**config.mk**
```make
export PLATFORM = sky130hd
export DESIGN_NAME = cp0_regfile_flat
export DESIGN_NICKNAME = d
export VERILOG_FILES = /design/src/rtl/cp0_regfile_if.sv /design/src/rtl/cp0_regfile.sv /design/src/flat_wrapper.sv
export SDC_FILE = /design/constraint.sdc
export NUM_CORES = 1
export LEC_CHECK = 0
export BUFFER_PORTS_ARGS = -buffer_cell sky130_fd_sc_hd__clkbuf_2
export CAP_MARGIN = 20
export CELL_PAD_IN_SITES_DETAIL_PLACEMENT = 0
export CELL_PAD_IN_SITES_GLOBAL_PLACEMENT = 1
export CORE_UTILIZATION = 41
export DETAILED_ROUTE_END_ITERATION = 7
export PLACE_DENSITY_LB_ADDON = 0.3
export SETUP_SLACK_MARGIN = 0.1
export SYNTH_ARGS = -nofsm -noshare
export SYNTH_HDL_FRONTEND = slang
export SYNTH_SLANG_ARGS = --single-unit
```
**constraint.sdc**
```tcl
create_clock -name clk -period 17.3 [get_ports clk]
set_input_delay 5.19 -clock clk [delete_from_list [all_inputs] [get_ports clk]]
set_output_delay 5.19 -clock clk [all_outputs]
set_load 0.01 [all_outputs]
```
**src/rtl/cp0_regfile_if.sv**
```systemverilog
// CP0 access bus: the EX-stage read port and the MEM-stage MTC0 commit port.
interface cp0_regfile_if;
  logic        ex_cp0_r_ena;
  logic [7:0]  ex_cp0_r_addr;
  logic [31:0] ex_cp0_r_data;
  logic        mem_w_cp0_ena;
  logic [7:0]  mem_w_cp0_addr;
  logic [31:0] mem_w_cp0_data;

  modport master (
    output ex_cp0_r_ena, ex_cp0_r_addr, mem_w_cp0_ena, mem_w_cp0_addr, mem_w_cp0_data,
    input  ex_cp0_r_data
  );

  modport slave (
    input  ex_cp0_r_ena, ex_cp0_r_addr, mem_w_cp0_ena, mem_w_cp0_addr, mem_w_cp0_data,
    output ex_cp0_r_data
  );
endinterface

```
**src/rtl/cp0_regfile.sv**
```systemverilog
// Coprocessor-0 register file: BadVAddr, Count, Compare, Status, Cause, EPC plus interrupt request.
// Define CP0_TIMER_INT_EN to let Count==Compare raise Cause.TI and IP[7].
module cp0_regfile #(
  parameter logic [31:0] STATUS_RST = 32'h0040_0000,
  parameter bit          COUNT_HALF = 1'b1
) (
  input  logic        clk,
  input  logic        rst,
  cp0_regfile_if.slave bus,
  input  logic        exc_valid,
  input  logic        exc_is_eret,
  input  logic [4:0]  exc_code,
  input  logic [31:0] exc_pc,
  input  logic        exc_in_delay_slot,
  input  logic        exc_badvaddr_ena,
  input  logic [31:0] exc_badvaddr,
  input  logic [5:0]  ext_int,
  output logic [31:0] cp0_epc,
  output logic [31:0] cp0_status,
  output logic [31:0] cp0_cause,
  output logic        cp0_int_req
);
  localparam logic [7:0] A_BADVADDR = 8'h40;
  localparam logic [7:0] A_COUNT    = 8'h48;
  localparam logic [7:0] A_COMPARE  = 8'h58;
  localparam logic [7:0] A_STATUS   = 8'h60;
  localparam logic [7:0] A_CAUSE    = 8'h68;
  localparam logic [7:0] A_EPC      = 8'h70;

  logic [31:0] status_reg, epc_reg, badvaddr_reg, count_reg, compare_reg;
  logic        bd_reg, tick_reg;
  logic [5:0]  ip_hw_reg;
  logic [1:0]  ip_sw_reg;
  logic [4:0]  exc_code_reg;
  logic        ti;

  logic        w_eff, wr_count, wr_compare, wr_status, wr_cause, wr_epc, count_inc;
  logic [31:0] status_wval, cause_val, cause_wval;

  // An exception or ERET in the same cycle swallows the MTC0, including its read bypass.
  always_comb begin
    w_eff       = bus.mem_w_cp0_ena & ~exc_valid;
    wr_count    = w_eff && (bus.mem_w_cp0_addr == A_COUNT);
    wr_compare  = w_eff && (bus.mem_w_cp0_addr == A_COMPARE);
    wr_status   = w_eff && (bus.mem_w_cp0_addr == A_STATUS);
    wr_cause    = w_eff && (bus.mem_w_cp0_addr == A_CAUSE);
    wr_epc      = w_eff && (bus.mem_w_cp0_addr == A_EPC);
    count_inc   = COUNT_HALF ? tick_reg : 1'b1;
    status_wval = (bus.mem_w_cp0_data & 32'h0000_FF03) | 32'h0040_0000;
    cause_val   = {bd_reg, ti, 14'b0, ip_hw_reg[5] | ti, ip_hw_reg[4:0],
                   ip_sw_reg, 1'b0, exc_code_reg, 2'b00};
    cause_wval  = {cause_val[31:10], bus.mem_w_cp0_data[9:8], cause_val[7:0]};
  end

  always_ff @(posedge clk or posedge rst) begin
    if (rst) begin
      status_reg   <= STATUS_RST;
      epc_reg      <= '0;
      badvaddr_reg <= '0;
      count_reg    <= '0;
      compare_reg  <= '0;
      bd_reg       <= 1'b0;
      tick_reg     <= 1'b0;
      ip_hw_reg    <= '0;
      ip_sw_reg    <= '0;
      exc_code_reg <= '0;
    end else begin
      ip_hw_reg <= ext_int;
      if (wr_count) begin
        count_reg <= bus.mem_w_cp0_data;
        tick_reg  <= 1'b0;
      end else begin
        tick_reg <= ~tick_reg;
        if (count_inc)
          count_reg <= count_reg + 32'd1;
      end
      if (wr_compare) compare_reg <= bus.mem_w_cp0_data;
      if (wr_status)  status_reg  <= status_wval;
      if (wr_cause)   ip_sw_reg   <= bus.mem_w_cp0_data[9:8];
      if (wr_epc)     epc_reg     <= bus.mem_w_cp0_data;
      if (exc_valid) begin
        if (exc_is_eret) begin
          status_reg[1] <= 1'b0;
        end else begin
          status_reg[1] <= 1'b1;
          exc_code_reg  <= exc_code;
          // A nested exception keeps the EPC/BD of the original one.
          if (!status_reg[1]) begin
            epc_reg <= exc_in_delay_slot ? exc_pc - 32'd4 : exc_pc;
            bd_reg  <= exc_in_delay_slot;
          end
          if (exc_badvaddr_ena) badvaddr_reg <= exc_badvaddr;
        end
      end
    end
  end

`ifdef CP0_TIMER_INT_EN
  logic ti_reg;
  always_ff @(posedge clk or posedge rst) begin
    if (rst)
      ti_reg <= 1'b0;
    else if (wr_compare)
      ti_reg <= 1'b0;
    else if (count_reg == compare_reg)
      ti_reg <= 1'b1;
  end
  assign ti = ti_reg;
`else
  assign ti = 1'b0;
`endif

  always_comb begin
    bus.ex_cp0_r_data = 32'h0;
    if (bus.ex_cp0_r_ena && !rst) begin
      unique case (bus.ex_cp0_r_addr)
        A_BADVADDR: bus.ex_cp0_r_data = badvaddr_reg;
        A_COUNT:    bus.ex_cp0_r_data = wr_count   ? bus.mem_w_cp0_data : count_reg;
        A_COMPARE:  bus.ex_cp0_r_data = wr_compare ? bus.mem_w_cp0_data : compare_reg;
        A_STATUS:   bus.ex_cp0_r_data = wr_status  ? status_wval : status_reg;
        A_CAUSE:    bus.ex_cp0_r_data = wr_cause   ? cause_wval  : cause_val;
        A_EPC:      bus.ex_cp0_r_data = wr_epc     ? bus.mem_w_cp0_data : epc_reg;
        default:    bus.ex_cp0_r_data = 32'h0;
      endcase
    end
  end

  assign cp0_epc     = epc_reg;
  assign cp0_status  = status_reg;
  assign cp0_cause   = cause_val;
  assign cp0_int_req = status_reg[0] & ~status_reg[1] & |(cause_val[15:8] & status_reg[15:8]);
endmodule
```
**src/flat_wrapper.sv**
```systemverilog
// flat-port wrapper written by rule: the top's interface ports become plain ports
module cp0_regfile_flat 
#(
  parameter logic [31:0] STATUS_RST = 32'h0040_0000,
  parameter bit          COUNT_HALF = 1'b1
)
  (clk, rst, exc_valid, exc_is_eret, exc_code, exc_pc, exc_in_delay_slot, exc_badvaddr_ena, exc_badvaddr, ext_int, cp0_epc, cp0_status, cp0_cause, cp0_int_req, bus_ex_cp0_r_ena, bus_ex_cp0_r_addr, bus_mem_w_cp0_ena, bus_mem_w_cp0_addr, bus_mem_w_cp0_data, bus_ex_cp0_r_data);
  cp0_regfile_if bus_i ();
  input  logic clk;
  input  logic rst;
  input  logic exc_valid;
  input  logic exc_is_eret;
  input  logic [4:0] exc_code;
  input  logic [31:0] exc_pc;
  input  logic exc_in_delay_slot;
  input  logic exc_badvaddr_ena;
  input  logic [31:0] exc_badvaddr;
  input  logic [5:0] ext_int;
  output logic [31:0] cp0_epc;
  output logic [31:0] cp0_status;
  output logic [31:0] cp0_cause;
  output logic cp0_int_req;
  input wire logic [$bits(bus_i.ex_cp0_r_ena)-1:0] bus_ex_cp0_r_ena;
  input wire logic [$bits(bus_i.ex_cp0_r_addr)-1:0] bus_ex_cp0_r_addr;
  input wire logic [$bits(bus_i.mem_w_cp0_ena)-1:0] bus_mem_w_cp0_ena;
  input wire logic [$bits(bus_i.mem_w_cp0_addr)-1:0] bus_mem_w_cp0_addr;
  input wire logic [$bits(bus_i.mem_w_cp0_data)-1:0] bus_mem_w_cp0_data;
  output wire logic [$bits(bus_i.ex_cp0_r_data)-1:0] bus_ex_cp0_r_data;
  assign bus_i.ex_cp0_r_ena = bus_ex_cp0_r_ena;
  assign bus_i.ex_cp0_r_addr = bus_ex_cp0_r_addr;
  assign bus_i.mem_w_cp0_ena = bus_mem_w_cp0_ena;
  assign bus_i.mem_w_cp0_addr = bus_mem_w_cp0_addr;
  assign bus_i.mem_w_cp0_data = bus_mem_w_cp0_data;
  assign bus_ex_cp0_r_data = bus_i.ex_cp0_r_data;
  cp0_regfile #(.STATUS_RST(STATUS_RST), .COUNT_HALF(COUNT_HALF)) u_core (.clk(clk), .rst(rst), .bus(bus_i), .exc_valid(exc_valid), .exc_is_eret(exc_is_eret), .exc_code(exc_code), .exc_pc(exc_pc), .exc_in_delay_slot(exc_in_delay_slot), .exc_badvaddr_ena(exc_badvaddr_ena), .exc_badvaddr(exc_badvaddr), .ext_int(ext_int), .cp0_epc(cp0_epc), .cp0_status(cp0_status), .cp0_cause(cp0_cause), .cp0_int_req(cp0_int_req));
endmodule
```
=== Word-level counts from Yosys, hierarchy flattened ===
Cells that the tools add are included.

* Input port bits: 131
* Output and inout port bits: 129
* Logic and storage cells: 59
* Register bits: 175

* Bitwise operators: 8
* Mux-type cells: 16
* Add/subtract/negate cells: 2
* Reductions and logical operators: 12
* Equality and inequality tests: 11

{| class="wikitable"
|+ Operators with widths
! cell !! count
|-
| $mux 32 || 11
|-
| $pmux 32 s6 || 1
|-
| $eq 8x7->1 const B || 11
|-
| $add 32x1->32 const B || 1
|-
| $sub 32x3->32 const B || 1
|-
| $mux 10 || 1
|-
| $and 8x8->8 || 1
|-
| $reduce_or 8->1 || 1
|-
| $logic_and 1x1->1 || 6
|-
| $reduce_and 3->1 || 2
|-
| $not 1->1 || 4
|-
| $and 1x1->1 || 3
|-
| $mux 1 || 3
|-
| $reduce_and 2->1 || 1
|-
| $reduce_bool 2->1 || 1
|-
| $logic_not 1->1 || 1
|}

=== Logic depth before layout (Yosys ltp) ===
Gate-level depths: netlist of run 1.

* Depth after elaboration: 7
* Gate-level depth with buffers: 8
* Gate-level depth less buffers: 7

=== Worst setup path before layout of run 1 ===
OpenSTA, ideal clock, no wires.

* Path kind: input-to-output
* Start: input rst
* End: output bus_ex_cp0_r_data[19]
* Buffers on the path: 1
* Arrival time: 10.371 ns
* Path slack: 1.739 ns
* Stages on the path: 4
* Data required time: 12.110 ns
* Cell sequence: inv_1 nand3_1 clkbuf_1 a21oi_1

* Longest elaborated chain between the ends: 3

{| class="wikitable"
|+ Ends and longest elaborated chain
! item !! RTL line !! RTL
|-
| start: declaration || flat_wrapper.sv:10 || <nowiki>input logic rst;</nowiki>
|-
| $logic_not 1->1 (no line) || - ||
|-
| $logic_and 1x1->1 || cp0_regfile.sv:115 || <nowiki>if (bus.ex_cp0_r_ena && !rst) begin</nowiki>
|-
| $mux 32 || cp0_regfile.sv:115 ||
|-
| end: declaration || flat_wrapper.sv:28 || <nowiki>output wire logic [$bits(bus_i.ex_cp0_r_data)-1:0] bus_ex_cp0_r_data;</nowiki>
|}

No other way between the ends.

=== Final worst setup path of run 1 ===
* Start: input bus_ex_cp0_r_addr[1]
* End: output bus_ex_cp0_r_data[22]

* Longest elaborated chain between the ends: 3
* Elaborated cells on any way between the ends: 8
* Those cells by class: eq/ne: 6; mux: 2

{| class="wikitable"
|+ Ends and longest elaborated chain
! item !! RTL line !! RTL
|-
| start: declaration || flat_wrapper.sv:24 || <nowiki>input wire logic [$bits(bus_i.ex_cp0_r_addr)-1:0] bus_ex_cp0_r_addr;</nowiki>
|-
| $eq 8x7->1 || cp0_regfile.sv:116 || <nowiki>unique case (bus.ex_cp0_r_addr)</nowiki>
|-
| $pmux 32 s6 (*) || cp0_regfile.sv:116 ||
|-
| $mux 32 (*) || cp0_regfile.sv:115 ||
|}

Mark *: on every way between the ends. The rest lies on a longest branch, timed or not.

==> out/metrics.yaml, run 1 <==
outcome: "completed"
grt_pass1_wl_mm: 49.8
power.internal_uw: 728
p_clk_share_pct: 37.3
ctsResizeCount: 0
multi_input_area_um2: 4930
pwr-share-seq_pct: 47.0
place_hpwl_mm: 24.5
die_area_um2: 24200
layout_common_cells: "clkbuf_2 (241), dfrtp_1 (174), mux2_2 (73)"
rsz0062_at_grt: "false"
synthCells: 903
post-place-ws_ps: 3910
sw_frac_of_total_pct: 31.5
crit_top_cell: "nand3_1"
area_growth_pct: 20.5
critPathSlowestCell: "nand3_1"
p_comb_share_pct: 15.7
min_period_ps: 13530
seq_area_frac_synth_pct: 45.3
maxCapViolations: 0
start_util_pct: 42.2
routedWlPerCell_um: 22.9
dp_cells: 1410
fillCellCount: 2166
finalSetupViolCount: 0
gp_congestion: 0.936
cp.arrival_ps: 8340
ir_drop_mv: 0.0605
hold_buffers: 0
crit_path_max_fanout: 18
clk_latency_ps: 430
grt_overflow: 0
clkTransAtPathRegs_ps: 80
required_ps: 12110
seq_area_um2: 4380
worst_pin_slew_ps: 951
fin_util_pct: 50.9
hold_path_class: "reg2reg"
dieWidth_um: 156
tritoncts: "built"
slew_headroom_pct: 36.6
clk_path_buf_depth: 2
synth_cell_types: 59
ys_ff_latch: 175
final_cells: 1445
skew_ps: 9.16
slew_viol_final: 0
core_um2: 22900
grt_pass1_vias: 8040
clkSinkCount: 175
setup_slack_ps: 3770
synth_ff_type: "dfrtp_1"
syn_avg_cell_area_um2: 10.7
end_kind: "output port"
vias: 8282
criticalPathCategory: "in2out"
drc_errors: 0
placementRows: 55
post-route-period-util_pct: 78.2
total_power_mw: 1.06
cts_setup_buffers: 0
synthArstFlopShare_pct: 100
grt_max_degree: 76
leakagePower_nw: 5.31
max_freq_mhz: 73.9
mostFrequentLayoutCell: "clkbuf_2"
layout-drive-gt1-share_pct: 35.1
cts_root_buffer: "clkbuf_16"
cts_buffers: 17
power.density_nw_per_um2: 91.1
antenna_found_initial: 2
via_per_inst: 5.73
power.switching_uw: 334
yosysWarningCount: 0
pin_count: 260
port-buffer-count: 241
cts_max_level: 4
routed_wl_mm: 33.0
syn-cell-area_um2: 9680
cp-start-kind: "primary input"
tns_ps: 0
critical-path-max-stage-delay_ps: 750
synth_edf_count: 0
ant_nets: 0
drtIter0Drc: 840
grt_usage_pct: 27.7
final-hold-violation-count: 0
cp_cell_sequence: "clkbuf_2, nor3_1, nand3_1, nand3_1, nand3_1, a31oi_1, clkbuf_2"
fin_nets: 1250
first_pass_iters: 7
die_height_um: 156
==> cell usage after synthesis (all sizes together), types with 3 or more instances <==
master     n  area (um^2)
dfrtp    174         4350
mux2      97         1170
nand2     69          259
a21oi     51          255
nor2      49          184
xnor2     42          368
buf       41          285
mux2i     38          380
clkbuf    35          131
o21ai     35          175
and2      25          156
o2bb2ai   21          184
nand3     18          103
a222oi    17          170
a2bb2oi   16          140
nor4      16          128
o31a      16          140
xor2      16          140
a22oi     15          113
nand4     14          118
nor3      14         70.1
and3      12         75.1
inv        8         30.0
nor2b      6         37.5
nor4bb     5         50.1
or3        5         31.3
or4        5         37.5
a31o       4         35.0
a31oi      4         25.0
and4       4         35.0
nor4b      4         50.1
a21o       3         22.5
a32oi      3         26.3
nand4b     3         26.3
==> stage by stage <==
step / cell area (um^2) / hold WS [ps]
2_1_floorplan: 9740 / 433
3_3_place_gp: 11000 / 450
3_5_place_dp: 11000 / 463
4_1_cts: 11600 / 481
5_1_grt: 11700 / 504
6_report: 11700 / 476
==> cells by family (layout without fill, tap and decap cells) <==
group / count (synthesis) / after routing / share of synthesized area, %
flops: 175 / 175 / 45.3
other cells: 1 / 20 / 0.0388
mux: 135 / 135 / 16.1
fa+ha+maj: 2 / 2 / 0.259
compound gates: 193 / 193 / 14.0
xor+xnor: 58 / 58 / 5.25
buf+inv: 84 / 294 / 4.62
simple gates: 255 / 255 / 14.5
==> cell type report <==
| cell class | instances | area share, % |
|---|---|---|
| repair buffers | 254 | 11.2 |
| inverters | 8 | 0.300 |
| multi-input cells | 661 | 42.3 |
| flip-flops and latches | 175 | 37.6 |
| clock inverters | 15 | 1.61 |
| clock buffers | 17 | 3.65 |
| diodes | 2 | 0.0429 |
| well taps | 313 | 3.36 |
==> power groups by stage <==
stage | Combinational, mW | Sequential, mW | Clock, mW
finish | 0.167 | 0.499 | 0.397
global route | 0.184 | 0.503 | 0.414
CTS | 0.167 | 0.497 | 0.400
detailed placement | 0.166 | 0.505 | 0
global placement | 0.164 | 0.505 | 0
floorplan | 0.0921 | 0.498 | 0
==> layer usage <==
| metal | track usage (%) | wire (um) | up-vias |
|---|---|---|---|
| li1 | - | - | 3734 |
| met1 | 40.3 | 15100 | 4160 |
| met2 | 41.7 | 14900 | 341 |
| met3 | 4.22 | 2210 | 47 |
| met4 | 9.80 | 884 | 0 |
| met5 | 0 | 0 | - |
==> critical path, delay by kind of cell <==
kind                   cells  cell delay [ps]
AOI/OAI and AO/OA          1              550
buffers and inverters      2              300
and+or+nand+nor            4             2290
==> path summary, 6_finish.rpt <==
kind                                        start                      to  slack, ps  cells after the start
hold reg to reg            u_core.compare_reg[23]  u_core.compare_reg[23]        480                      2
setup / recovery             bus_ex_cp0_r_addr[1]   bus_ex_cp0_r_data[22]       3770                      7
hold / removal             u_core.compare_reg[23]  u_core.compare_reg[23]        480                      2
min in group asynchronous                     rst    u_core.cp0_status[9]       4820                      2
setup reg to reg              u_core.count_reg[3]    u_core.count_reg[31]      14550                      5
max in group asynchronous                     rst       u_core.cp0_epc[9]      11120                      3
Power figures use the tool's default switching activity.
==> inputs of run 2 (changes only) <==
Clock period 17.3 ns to 12.45 ns, I/O delays scaled along.
==> out/metrics.yaml, run 2 (synthesized netlist as in run 1, its figures left out) <==
cp-start-kind: "primary input"
min_period_ps: 10500
die_area_um2: 24200  # unchanged
drtIter0Drc: 681  # -19%
pin_count: 260  # unchanged
cp-startpoint: "exc_valid"
cp.arrival_ps: 6760  # -1580 ps
routed_wl_mm: 32.8  # -0.87%
core_um2: 22900  # unchanged
grt_overflow: 0  # unchanged
clk_path_buf_depth: 2  # unchanged
crit_top_cell: "clkbuf_2"
ant_nets: 0  # unchanged
clkTransAtPathRegs_ps: 70  # about the same
skew_ps: 18.8  # +9.66 ps
criticalPathCategory: "in2out"
crit_path_max_fanout: 34  # +16
slew_viol_final: 0  # unchanged
gp_congestion: 0.959  # +2.5%
max_freq_mhz: 95.2
end_kind: "output port"
hold_buffers: 0  # unchanged
total_power_mw: 1.47  # +39%
required_ps: 8710  # -3400 ps
post-route-period-util_pct: 84.3
layout-drive-gt1-share_pct: 35.2  # about the same
routedWlPerCell_um: 22.7  # -0.94%
fin_util_pct: 50.9  # about the same
timing.rr.start: "u_core.count_reg[3]"
tns_ps: 0  # unchanged
grt_max_degree: 76  # unchanged
ctsResizeCount: 0  # unchanged
placed_area_um2: 11100  # +0.18%
place_hpwl_mm: 24.5  # about the same
hold_path_class: "reg2reg"
critPathSlowestCell: "nand4_4"
layout_common_cells: "clkbuf_2 (241), dfrtp_1 (174), mux2_2 (73)"
cts_buffers: 17  # unchanged
clk_latency_ps: 450  # +20 ps
grt_pass1_wl_mm: 49.7  # -0.22%
rsz0062_at_grt: "false"
dieWidth_um: 156  # unchanged
tritoncts: "built"
vias: 8174  # -1.3%
cts_root_buffer: "clkbuf_16"
holdWs_ps: 471  # -5.06 ps
port-buffer-count: 241  # unchanged
maxCapViolations: 0  # unchanged
start_util_pct: 42.2  # unchanged
via_per_inst: 5.65  # -1.4%
grt_pass1_vias: 8020  # -0.25%
cts_setup_buffers: 0  # unchanged
mostFrequentLayoutCell: "clkbuf_2"
ir_drop_mv: 0.0783  # +29%
crit_family: "simple AND/OR/NAND/NOR gates"
power.density_nw_per_um2: 126  # +39%
critical-path-max-stage-delay_ps: 860  # +110 ps
slew_headroom_pct: 25.1  # -11 points
fin_nets: 1252  # +0.16%
outcome: "completed"
cp_cell_sequence: "clkbuf_2, nor4b_4, nand4_4, mux2_4, a222oi_1, a21oi_1, clkbuf_2"
grt_usage_pct: 27.7  # -0.040 points
clkSinkCount: 175  # unchanged
area_growth_pct: 20.5  # about the same
final-hold-violation-count: 0  # unchanged
worst_pin_slew_ps: 1120  # +167 ps
fin_area_um2: 11700  # about the same
placementRows: 55  # unchanged
cts_max_level: 4  # unchanged
drc_errors: 0  # unchanged
leakagePower_nw: 5.32  # +0.12%
antenna_found_initial: 1  # -1
first_pass_iters: 8  # +1
die_height_um: 156  # unchanged
finalSetupViolCount: 0  # unchanged
min_from: "u_core.compare_reg[23]"
path_buf_inv: 2  # unchanged
-- run 2: final cells by class --
type                            instances  area, um^2
Inverter                                8        33.8
Antenna cell                            1        2.50
Sequential cell                       175        4380
Clock inverter                         15         179
Multi-Input combinational cell        661        4930
Clock buffer                           17         425
Fill cell                            2187       11300
Timing Repair Buffer                  256        1320
Tap cell                              313         392
-- run 2: power breakdown --
part	switching [mW]	internal, mW
clock network	0.274	0.275
registers	0.0600	0.632
logic	0.127	0.105
-- run 2: worst paths after layout --
path / to / slack (ps) / cells past startpoint
min: u_core.compare_reg[23] / 470 / 2
max in group asynchronous: u_core.count_reg[7] / 7490 / 3
max: bus_ex_cp0_r_data[18] / 1950 / 7
min in group asynchronous: u_core.cp0_epc[9] / 3490 / 2
min reg2reg: u_core.compare_reg[23] / 470 / 2
max reg2reg: u_core.count_reg[31] / 9770 / 5
-- run 2: stage by stage --
| stage | setup WS (ps) | instances |
|---|---|---|
| floorplan | 1140 | 920 |
| global route | 1800 | 1446 |
| CTS | 1940 | 1445 |
| global placement | 1990 | 1413 |
| finish | 1950 | 1446 |
| detailed placement | 1960 | 1413 |
-- run 2: worst min-delay path, cell delays in order, from the launching register on --
cell and delay (ps):
dfrtp_1 330, nand2_1 60, nand2_1 50
-- run 2: metal layers --
layer / track usage, % / vias up / part of all wire [%]
met5: 0 / - / 0
li1: - / 3731 / -
met3: 4.39 / 35 / 5.9
met1: 40.9 / 4098 / 47
met2: 41.2 / 310 / 45
met4: 8.96 / 0 / 2.0
==> inputs of run 3 (changes only) <==
Settings changed: CORE_UTILIZATION 41 to 37.
Clock period 12.45 ns to 9 ns, I/O delays scaled along.
==> out/metrics.yaml, run 3 (synthesized netlist as in run 1, its figures left out) <==
outcome: "completed"
core_um2: 25400  # +11%
cts_setup_buffers: 0  # unchanged
port-buffer-count: 241  # unchanged
clkSinkCount: 175  # unchanged
clk_path_buf_depth: 2  # unchanged
final-hold-violation-count: 0  # unchanged
area_growth_pct: 21.3
ir_drop_mv: 0.0825  # +5.3%
rsz0062_at_grt: "false"
layout_common_cells: "clkbuf_2 (241), dfrtp_1 (174), mux2_2 (73)"
antenna_found_initial: 1  # unchanged
fin_area_um2: 11700  # +0.62%
cts_max_level: 4  # unchanged
crit_path_max_fanout: 18  # -47%
worst_pin_slew_ps: 987  # -131 ps
clkTransAtPathRegs_ps: 70  # about the same
min_period_ps: 8020
skew_ps: 9.78  # -9.05 ps
routed_wl_mm: 33.0  # +0.88%
slew_viol_final: 0  # unchanged
cp-start-kind: "primary input"
criticalPathCategory: "in2out"
cts_root_buffer: "clkbuf_16"
power.density_nw_per_um2: 172  # +36%
clk_latency_ps: 430  # -20 ps
leakagePower_nw: 5.35  # +0.46%
fin_util_pct: 46.2  # -4.7 points
place_hpwl_mm: 25.0  # +2.1%
die_height_um: 164  # +5.2%
cts_buffers: 17  # unchanged
grt_pass1_wl_mm: 49.2  # -0.92%
gp_congestion: 0.917  # -4.4%
tritoncts: "built"
holdWs_ps: 481  # +10.7 ps
tns_ps: 0  # unchanged
fin_nets: 1258  # +0.48%
drc_errors: 0  # unchanged
grt_pass1_vias: 7885  # -1.7%
end_kind: "output port"
ctsResizeCount: 0  # unchanged
dieWidth_um: 164  # +5.2%
first_pass_iters: 7  # -1
grt_max_degree: 157  # +110%
layout-drive-gt1-share_pct: 35.5  # +0.34 points
maxCapViolations: 0  # unchanged
pin_count: 260  # unchanged
slew_headroom_pct: 34.2  # +9.1 points
finalSetupViolCount: 0  # unchanged
max_freq_mhz: 125
start_util_pct: 38.1  # -4.1 points
post-route-period-util_pct: 89.1
required_ps: 6300  # -2410 ps
routedWlPerCell_um: 22.5  # -0.70%
die_area_um2: 26800  # +11%
ant_nets: 0  # unchanged
mostFrequentLayoutCell: "clkbuf_2"
drtIter0Drc: 629  # -7.6%
placed_area_um2: 11100  # +0.78%
via_per_inst: 5.52  # -2.3%
hold_path_class: "reg2reg"
grt_overflow: 0  # unchanged
total_power_mw: 2.02  # +37%
cp.arrival_ps: 5320  # -1440 ps
grt_usage_pct: 24.9  # -2.7 points
fillCellCount: 2472  # +13%
hold_buffers: 0  # unchanged
placementRows: 58  # +5.5%
vias: 8110  # -0.78%
-- run 3: changes by cell type in the layout (fill, tap and decap cells not counted), sizes merged --
cell,change
buf,+6
clkinvlp,+1
inv,-1
-- run 3: path summary, 6_finish.rpt --
path,start,end,slack (ps),depth (start not counted)
worst max-delay path,bus_ex_cp0_r_addr[1],bus_ex_cp0_r_data[23],980,7
worst min-delay path,u_core.compare_reg[23],u_core.compare_reg[23],480,2
worst max register to register,u_core.count_reg[3],u_core.count_reg[31],6130,5
worst min register to register,u_core.compare_reg[23],u_core.compare_reg[23],480,2
max in group asynchronous,rst,u_core.compare_reg[0],5400,3
min in group asynchronous,rst,u_core.badvaddr_reg[8],2300,2
-- run 3: metal layers --
metal  wire, um  track usage (%)  part of all wire, %  vias to the layer above
met1      14500             34.9                   44                     4045
li1           -                -                    -                     3737
met3       2450             5.73                  7.4                       35
met2      15300             37.8                   46                      293
met5          0                0                    0                        -
met4        748             8.25                  2.3                        0
-- run 3: worst max-delay path: stages --
cell	delay, ps
clkbuf_2	100
nor4_2	390
nand3b_1	550
nand3_1	290
nand3_1	670
a31oi_1	440
clkbuf_2	190
-- run 3: metrics by stage --
step | setup slack [ps] | instances
2_1_floorplan | -68.1 | 920
3_3_place_gp | 979 | 1435
3_5_place_dp | 986 | 1436
4_1_cts | 978 | 1468
5_1_grt | 750 | 1468
6_report | 977 | 1469
-- run 3: report_power, final --
| part | internal, mW | switching, mW | leakage, nW |
|---|---|---|---|
| registers | 0.874 | 0.0809 | 2.24 |
| clock network | 0.375 | 0.371 | 0.287 |
| logic | 0.147 | 0.174 | 2.82 |
| total | 1.40 | 0.626 | 5.35 |
-- run 3: cell type report --
type                            instances  area [um^2]  share of cell area [%]
Multi-Input combinational cell        661         4930                    42.0
Sequential cell                       175         4380                    37.3
Antenna cell                            1         2.50                  0.0213
Inverter                                8         33.8                   0.288
Clock inverter                         15          165                    1.41
Clock buffer                           17          425                    3.63
Timing Repair Buffer                  262         1380                    11.8
Tap cell                              330          413                    3.52
